`src/rtl/seq_detect_prog.sv`:
```
// Runtime-programmable serial pattern detector: matches the last cfg_len accepted
// bits against a loaded pattern, with overlap/non-overlap modes and a saturating count.
module seq_detect_prog #(
    parameter  int N     = 8,
    parameter  int CNT_W = 8,
    localparam int LW    = $clog2(N + 1)
) (
    input  logic             clk,
    input  logic             reset,
    input  logic             cfg_load,
    input  logic [N-1:0]     cfg_pattern,
    input  logic [LW-1:0]    cfg_len,
    input  logic             cfg_overlap,
    input  logic             in_valid,
    input  logic             x,
    output logic             y,
    output logic [CNT_W-1:0] match_count,
    output logic             cfg_err,
    output logic             armed
);

    typedef enum logic {
        S_UNCFG = 1'b0,
        S_RUN   = 1'b1
    } state_t;

    localparam logic [LW-1:0] N_L = LW'(N);

    state_t           state_q, state_d;
    logic [N-1:0]     pat_q, pat_d;
    logic [LW-1:0]    len_q, len_d;
    logic             ovl_q, ovl_d;
    logic [N-1:0]     hist_q, hist_d;
    logic [LW-1:0]    fill_q, fill_d;
    logic             y_q, y_d;
    logic [CNT_W-1:0] cnt_q, cnt_d;
    logic             err_q, err_d;

    logic [N-1:0]     len_mask;
    logic [N-1:0]     hist_shift;
    logic [LW-1:0]    fill_inc;
    logic             cfg_legal;
    logic             match;

    // Only the low len_q bits of history and pattern take part in the compare.
    always_comb begin
        len_mask = '0;
        for (int i = 0; i < N; i++) begin
            len_mask[i] = (LW'(i) < len_q);
        end
    end

    assign hist_shift = {hist_q[N-2:0], x};
    assign fill_inc   = (fill_q == N_L) ? fill_q : fill_q + LW'(1);
    assign cfg_legal  = (cfg_len != '0) && (cfg_len <= N_L);
    assign match      = (((hist_shift ^ pat_q) & len_mask) == '0) && (fill_inc >= len_q);

    always_comb begin
        state_d = state_q;
        pat_d   = pat_q;
        len_d   = len_q;
        ovl_d   = ovl_q;
        hist_d  = hist_q;
        fill_d  = fill_q;
        cnt_d   = cnt_q;
        y_d     = 1'b0;
        err_d   = 1'b0;

        // A load, legal or not, always wins over a bit presented on the same cycle.
        if (cfg_load) begin
            if (cfg_legal) begin
                state_d = S_RUN;
                pat_d   = cfg_pattern;
                len_d   = cfg_len;
                ovl_d   = cfg_overlap;
                hist_d  = '0;
                fill_d  = '0;
                cnt_d   = '0;
            end else begin
                err_d = 1'b1;
            end
        end else if (state_q == S_RUN && in_valid) begin
            hist_d = hist_shift;
            fill_d = fill_inc;
            if (match) begin
                y_d = 1'b1;
                if (cnt_q != '1) begin
                    cnt_d = cnt_q + CNT_W'(1);
                end
                if (!ovl_q) begin
                    fill_d = '0;
                end
            end
        end
    end

    always_ff @(posedge clk) begin
        if (!reset) begin
            state_q <= S_UNCFG;
            pat_q   <= '0;
            len_q   <= '0;
            ovl_q   <= 1'b0;
            hist_q  <= '0;
            fill_q  <= '0;
            y_q     <= 1'b0;
            cnt_q   <= '0;
            err_q   <= 1'b0;
        end else begin
            state_q <= state_d;
            pat_q   <= pat_d;
            len_q   <= len_d;
            ovl_q   <= ovl_d;
            hist_q  <= hist_d;
            fill_q  <= fill_d;
            y_q     <= y_d;
            cnt_q   <= cnt_d;
            err_q   <= err_d;
        end
    end

    assign y           = y_q;
    assign match_count = cnt_q;
    assign cfg_err     = err_q;
    assign armed       = (state_q == S_RUN);

endmodule

```
`config.mk`:
```
export PLATFORM = sky130hd
export DESIGN_NAME = seq_detect_prog
export DESIGN_NICKNAME = d
export VERILOG_FILES = /design/src/rtl/seq_detect_prog.sv
export SDC_FILE = /design/constraint.sdc
export NUM_CORES = 1
export LEC_CHECK = 0
export CAP_MARGIN = 20
export CORE_AREA = 10 10 76 104
export DETAILED_ROUTE_END_ITERATION = 6
export DIE_AREA = 0 0 86 114
export HOLD_SLACK_MARGIN = 0.15
export PLACE_DENSITY = 0.54
export REMOVE_ABC_BUFFERS = 1
export SLEW_MARGIN = 20
export SYNTH_ARGS = -nofsm -noshare
export SYNTH_HDL_FRONTEND = slang
export SYNTH_SLANG_ARGS = --single-unit
```
`constraint.sdc`:
```
create_clock -name clk -period 6.9 [get_ports clk]
set_clock_uncertainty 0.15 [all_clocks]
set_input_delay 1.38 -clock clk [delete_from_list [all_inputs] [get_ports clk]]
set_output_delay 1.38 -clock clk [all_outputs]
set_load 0.01 [all_outputs]
```
==> results.sh, run 1 <==
export IMPL_status="finished, final reports clean"
export IMPL_irDropWorstVdd_mv=0.108
export IMPL_crit_reg2reg_launch="fill_q[0]"
export IMPL_grt_max_degree=21
export IMPL_clkLatencyLatePin_ns=0.29
export IMPL_antenna_cells=0
export IMPL_cts_setup_buffers=0
export IMPL_cp_arrival_ns=3.87
export IMPL_wl_mm=4.39
export IMPL_setup_viol=0
export IMPL_cts_htree_levels=2
export IMPL_die_h_um=114
export IMPL_drtIter0Drc=42
export IMPL_maxCapViolCount=0
export IMPL_syn_area_um2=1760
export IMPL_vias=1476
export IMPL_coreArea_um2=6080
export IMPL_postRouteAntennaNets=0
export IMPL_slew_headroom_pct=46.2
export IMPL_cts_buffer_depth=2
export IMPL_min_path_cells=2
export IMPL_hp_start="ovl_q"
export IMPL_synthesis_instances=198
export IMPL_start_util_pct=28.9
export IMPL_grt_first_pass_wirelength_mm=7.47
export IMPL_crit_path_max_fanout=15
export IMPL_finalMaxSlewViolations=0
export IMPL_clkSinkCount=35
export IMPL_fp_dieW_um=86
export IMPL_finalInstanceArea_um2=2230
export IMPL_antenna_found_initial=0
export IMPL_firstDrtPassIters=4
export IMPL_p_leak_uw=0.000793
export IMPL_via_per_inst=4.94
export IMPL_clk_pin_slew_ns=0.07
export IMPL_final_common_cell="nand2_1"
export IMPL_ys_ff_latch=35
export IMPL_cts_tree="done"
export IMPL_area_growth_syn_to_layout_pct=27.0
export IMPL_grt_ovfl_total=0
export IMPL_fmax_ghz=0.264
export IMPL_post_cts_resized=0
export IMPL_grt_usage_pct=9.31
export IMPL_postCtsHoldBufs=0
export IMPL_gp_congestion=0.815
export IMPL_yosysWarnings=0
export IMPL_grt_pass1_vias=1595
export IMPL_tightest_slew_ns=0.805
export IMPL_min_to="ovl_q"
export IMPL_numCtsBuffers=5
export IMPL_final_util_pct=36.7
export IMPL_end_kind="register"
export IMPL_fin_tns_setup_ns=0
export IMPL_avgSynthCellArea_um2=8.88
export IMPL_r2r_end="fill_q[1]"
export IMPL_crit_type="input port to register"
export IMPL_drc_errors=0
export IMPL_worstPathRequired_ns=6.98
export IMPL_place_area_um2=2100
export IMPL_hold_viol=0
export IMPL_synth_area_top_cells="dfxtp_1 40%, nand2_1 7.7%, a21boi_0 5.5%, ha_1 5.0%, xnor2_1 4.0%"
export IMPL_cp_start_kind="input port"
export IMPL_synthDistinctLibCells=42
export IMPL_synthFlopType="dfxtp_1"
export IMPL_synth_edf_count=0
export IMPL_finalPower_uw=489
export IMPL_rr_worst_depth=12
export IMPL_rrSetupSlack_ns=3.41
export IMPL_yosysSeqAreaShare_pct=39.8
export IMPL_nets=251
export IMPL_drive_above_1_share_pct=7.05
export IMPL_ios=29
export IMPL_timing_final_crit_share_pct=55.0
export IMPL_dpl_hpwl_mm=3.27
export IMPL_p_per_area_nw_per_um2=219
export IMPL_layout_min_cycle_time_ns=3.79
export IMPL_async_flop_share_pct=0
export IMPL_io_buffers=28
export IMPL_layout_common_cells="36 x nand2_1, 35 x dfxtp_1, 28 x clkdlybuf4s50_1, 13 x inv_1, 13 x a21boi_0"
export IMPL_synth_top_cell_by_area="dfxtp_1"
export IMPL_synthDominantCellAreaShare_pct=39.8
export IMPL_rsz0062_at_grt="false"
export IMPL_placementRows=34
export IMPL_die_area_um2=9800
export IMPL_root_buffer="clkbuf_8"
export IMPL_wl_per_cell_um=14.7
export IMPL_hold_path_class="register to register"
-- critical path: stages --
cell	delay [ns]
clkdlybuf4s50_1	0.43
nor3_2	0.27
xor2_1	0.23
or2_2	0.33
and2_1	0.30
nor2b_1	0.69
a22o_1	0.23
-- routing by layer --
layer  vias up  track usage [%]  routed length (µm)
li1        748                -                   -
met1       701             10.2                1920
met2        20             16.0                2190
met3         7             3.28                 214
met4         0             3.41                  66
met5         -                0                   0
-- worst max path at each step --
stage	startpoint	end	slack (ns)	cells after the start
6_report	cfg_len[1]	hist_q[3]	3.11	7
2_1_floorplan	cfg_len[1]	match_count[7]	3.35	6
3_5_place_dp	cfg_len[1]	hist_q[2]	2.81	7
5_1_grt	cfg_len[1]	hist_q[6]	2.88	7
4_1_cts	cfg_len[1]	hist_q[6]	3.12	7
3_3_place_gp	cfg_len[1]	hist_q[2]	2.87	7
-- flip-flops by register name, indices dropped and copies added (netlist names) --
name,cells
fill_q,4
ovl_q,1
pat_q,8
cfg_err,1
len_q,4
match_count,8
hist_q,7
armed,1
y,1
-- area by class of cell --
type / instances / area, µm²
clock buffer: 6 / 72.6
clock inverter: 2 / 60.1
fill: 651 / 3850
inverter: 13 / 48.8
multi-input combinational: 140 / 960
sequential: 35 / 701
tap: 72 / 90.1
timing repair buffer: 31 / 303
-- cell usage after synthesis (all sizes together), types with 3 or more instances --
library cell	count
or2	4
inv	13
o211ai	4
nand2	36
a32o	4
nand2b	4
xor2	3
or4	3
xnor2	8
a22o	7
ha	7
nor2	3
clkbuf	7
buf	3
nor3	4
dfxtp	35
o21ai	5
mux2i	5
nand3	7
a21boi	15
-- per-stage QoR --
| stage | hold slack, ns | std cells | worst slack, ns |
|---|---|---|---|
| 3_3_place_gp | 0.313 | 291 | 2.87 |
| 2_1_floorplan | 0.289 | 188 | 3.35 |
| 6_report | 0.315 | 299 | 3.11 |
| 5_1_grt | 0.340 | 299 | 2.88 |
| 3_5_place_dp | 0.315 | 291 | 2.81 |
| 4_1_cts | 0.325 | 299 | 3.12 |
-- kinds of logic (layout without fill, tap and decap cells) --
| kind of cell | Yosys count | after routing | share of synthesized area (%) |
|---|---|---|---|
| fa+ha+maj | 7 | 7 | 4.98 |
| buf+inv | 23 | 52 | 5.62 |
| simple gates | 72 | 72 | 21.2 |
| flops | 35 | 35 | 39.8 |
| mux | 5 | 5 | 2.85 |
| compound gates | 45 | 45 | 20.1 |
| xor+xnor | 11 | 11 | 5.48 |
-- power breakdown --
| group | leakage [µW] | switching [µW] | internal, µW |
|---|---|---|---|
| clock | 0.0000654 | 75.5 | 144 |
| combinational | 0.000444 | 31.8 | 25.1 |
| sequential | 0.000284 | 4.52 | 207 |
| total | 0.000793 | 112 | 377 |
(Power assumes the default switching activity.)
==> run 2: changes to the inputs <==
Clock period 6.9 ns to 3.7 ns, I/O delays scaled along.
==> run 2 against run 1 <==
  * Utilization grew 0.16 points
  * Highest routed layer unchanged
  * Worst setup slack worse by 2.5 ns
  * Sequential share of layout area fell by 0.14 points
  * Critical endpoint is now fill_q[3]
==> results.sh, run 2 (same netlist as run 1, synthesis figures left out) <==
export IMPL_status="finished, final reports clean"
export IMPL_area_growth_syn_to_layout_pct=27.6
export IMPL_crit_path_max_fanout=14
export IMPL_stdcell_count=303
export IMPL_gp_congestion=0.802
export IMPL_io_buffers=28
export IMPL_dpl_hpwl_mm=3.41
export IMPL_finalMaxSlewViolations=0
export IMPL_slew_headroom_pct=48.1
export IMPL_cts_tree="done"
export IMPL_wl_mm=4.36
export IMPL_grt_first_pass_wirelength_mm=7.37
export IMPL_worst_path_stages=13
export IMPL_irDropWorstVdd_mv=0.215
export IMPL_crit_family="simple AND/OR/NAND/NOR gates"
export IMPL_clkLatencyLatePin_ns=0.29
export IMPL_die_h_um=114
export IMPL_place_area_um2=2130
export IMPL_vias=1513
export IMPL_hold_path_class="register to register"
export IMPL_nets=255
export IMPL_slowest_stage="a222oi_1"
export IMPL_clkSinkCount=35
export IMPL_end_kind="register"
export IMPL_crit_chain="inv_1 -> ha_1 -> nand2_1 -> or2_2 -> xnor2_1 -> inv_1 -> ha_1 -> o21ai_0 -> a222oi_1 -> nand3_1 -> buf_4 -> or2_2 -> a32o_1"
export IMPL_cts_setup_buffers=0
export IMPL_p_leak_uw=0.000805
export IMPL_postCtsHoldBufs=0
export IMPL_clk_pin_slew_ns=0.08
export IMPL_post_cts_resized=0
export IMPL_drive_above_1_share_pct=9.09
export IMPL_wl_per_cell_um=14.4
export IMPL_timing_final_crit_share_pct=83.8
export IMPL_grt_max_degree=15
export IMPL_p_per_area_nw_per_um2=381
export IMPL_rsz0062_at_grt="false"
export IMPL_cp_start_kind="register"
export IMPL_die_area_um2=9800
export IMPL_final_common_cell="nand2_1"
export IMPL_postRouteAntennaNets=0
export IMPL_worstPathRequired_ns=3.73
export IMPL_ios=29
export IMPL_drc_errors=0
export IMPL_maxCapViolCount=0
export IMPL_finalInstanceArea_um2=2240
export IMPL_hold_viol=0
export IMPL_crit_path_end="fill_q[3]"
export IMPL_grt_ovfl_total=0
export IMPL_fmax_ghz=0.323
export IMPL_antenna_found_initial=0
export IMPL_firstDrtPassIters=4
export IMPL_slowest_delay_ns=0.35
export IMPL_critical_path_startpoint="fill_q[0]"
export IMPL_cts_buffer_depth=2
export IMPL_layout_common_cells="36 x nand2_1, 35 x dfxtp_1, 28 x clkdlybuf4s50_1, 13 x inv_1, 13 x a21boi_0"
export IMPL_hp_start="pat_q[0]"
export IMPL_rrSetupSlack_ns=0.60
export IMPL_final_util_pct=36.9
export IMPL_rr_worst_depth=13
export IMPL_placementRows=34
export IMPL_layout_min_cycle_time_ns=3.10
export IMPL_tightest_slew_ns=0.777
export IMPL_dpl_cell_count=295
export IMPL_fp_dieW_um=86
export IMPL_grt_usage_pct=9.38
export IMPL_crit_type="register to register"
export IMPL_grt_pass1_vias=1511
export IMPL_via_per_inst=4.99
export IMPL_r2r_end="fill_q[3]"
export IMPL_setup_viol=0
export IMPL_crit_reg2reg_launch="fill_q[0]"
export IMPL_numCtsBuffers=5
export IMPL_coreArea_um2=6080
export IMPL_cp_arrival_ns=3.13
export IMPL_root_buffer="clkbuf_8"
export IMPL_cts_htree_levels=2
export IMPL_start_util_pct=28.9
export IMPL_antenna_cells=0
export IMPL_drtIter0Drc=100
export IMPL_hold_slack_ns=0.326
export IMPL_path_buf_inv=3
export IMPL_fin_tns_setup_ns=0
## run 2: per-layer routing
| layer | vias to the layer above | track usage (%) | share of wire, % |
|---|---|---|---|
| li1 | 766 | - | - |
| met1 | 720 | 9.76 | 40 |
| met2 | 22 | 16.7 | 53 |
| met3 | 5 | 3.50 | 5.4 |
| met4 | 0 | 3.30 | 1.6 |
| met5 | - | 0 | 0 |
## run 2: final cells by class
cell class / instances / area [µm²]
tap: 72 / 90.1
timing repair buffer: 35 / 333
sequential: 35 / 701
fill: 640 / 3840
clock inverter: 3 / 43.8
inverter: 13 / 48.8
clock buffer: 5 / 68.8
multi-input combinational: 140 / 960
## run 2: worst register-to-register path: stages (launching register included)
cell	delay [ns]
dfxtp_1	0.34
inv_1	0.09
ha_1	0.14
nand2_1	0.06
or2_2	0.28
xnor2_1	0.22
inv_1	0.08
ha_1	0.27
o21ai_0	0.08
a222oi_1	0.35
nand3_1	0.13
buf_4	0.21
or2_2	0.34
a32o_1	0.26
## run 2: worst min path at each step
stage	slack, ns	end	cells after the start
2_1_floorplan	0.29	ovl_q	2
3_3_place_gp	0.31	pat_q[0]	2
3_5_place_dp	0.32	match_count[6]	2
4_1_cts	0.33	pat_q[0]	2
5_1_grt	0.35	pat_q[0]	2
6_report	0.33	pat_q[0]	2
## run 2: per-stage QoR
stage | worst slack (ns) | power, µW
6_report | 0.600 | 856
5_1_grt | 0.437 | 897
4_1_cts | 0.604 | 866
3_5_place_dp | 0.632 | 519
3_3_place_gp | 0.605 | 518
2_1_floorplan | 0.713 | 459
## run 2: where the power goes
group / switching (µW) / internal [µW] / leakage [µW]
Combinational: 60.0 / 52.8 / 0.000463
Sequential: 8.33 / 387 / 0.000284
Clock: 148 / 201 / 0.0000581
Total: 216 / 640 / 0.000805
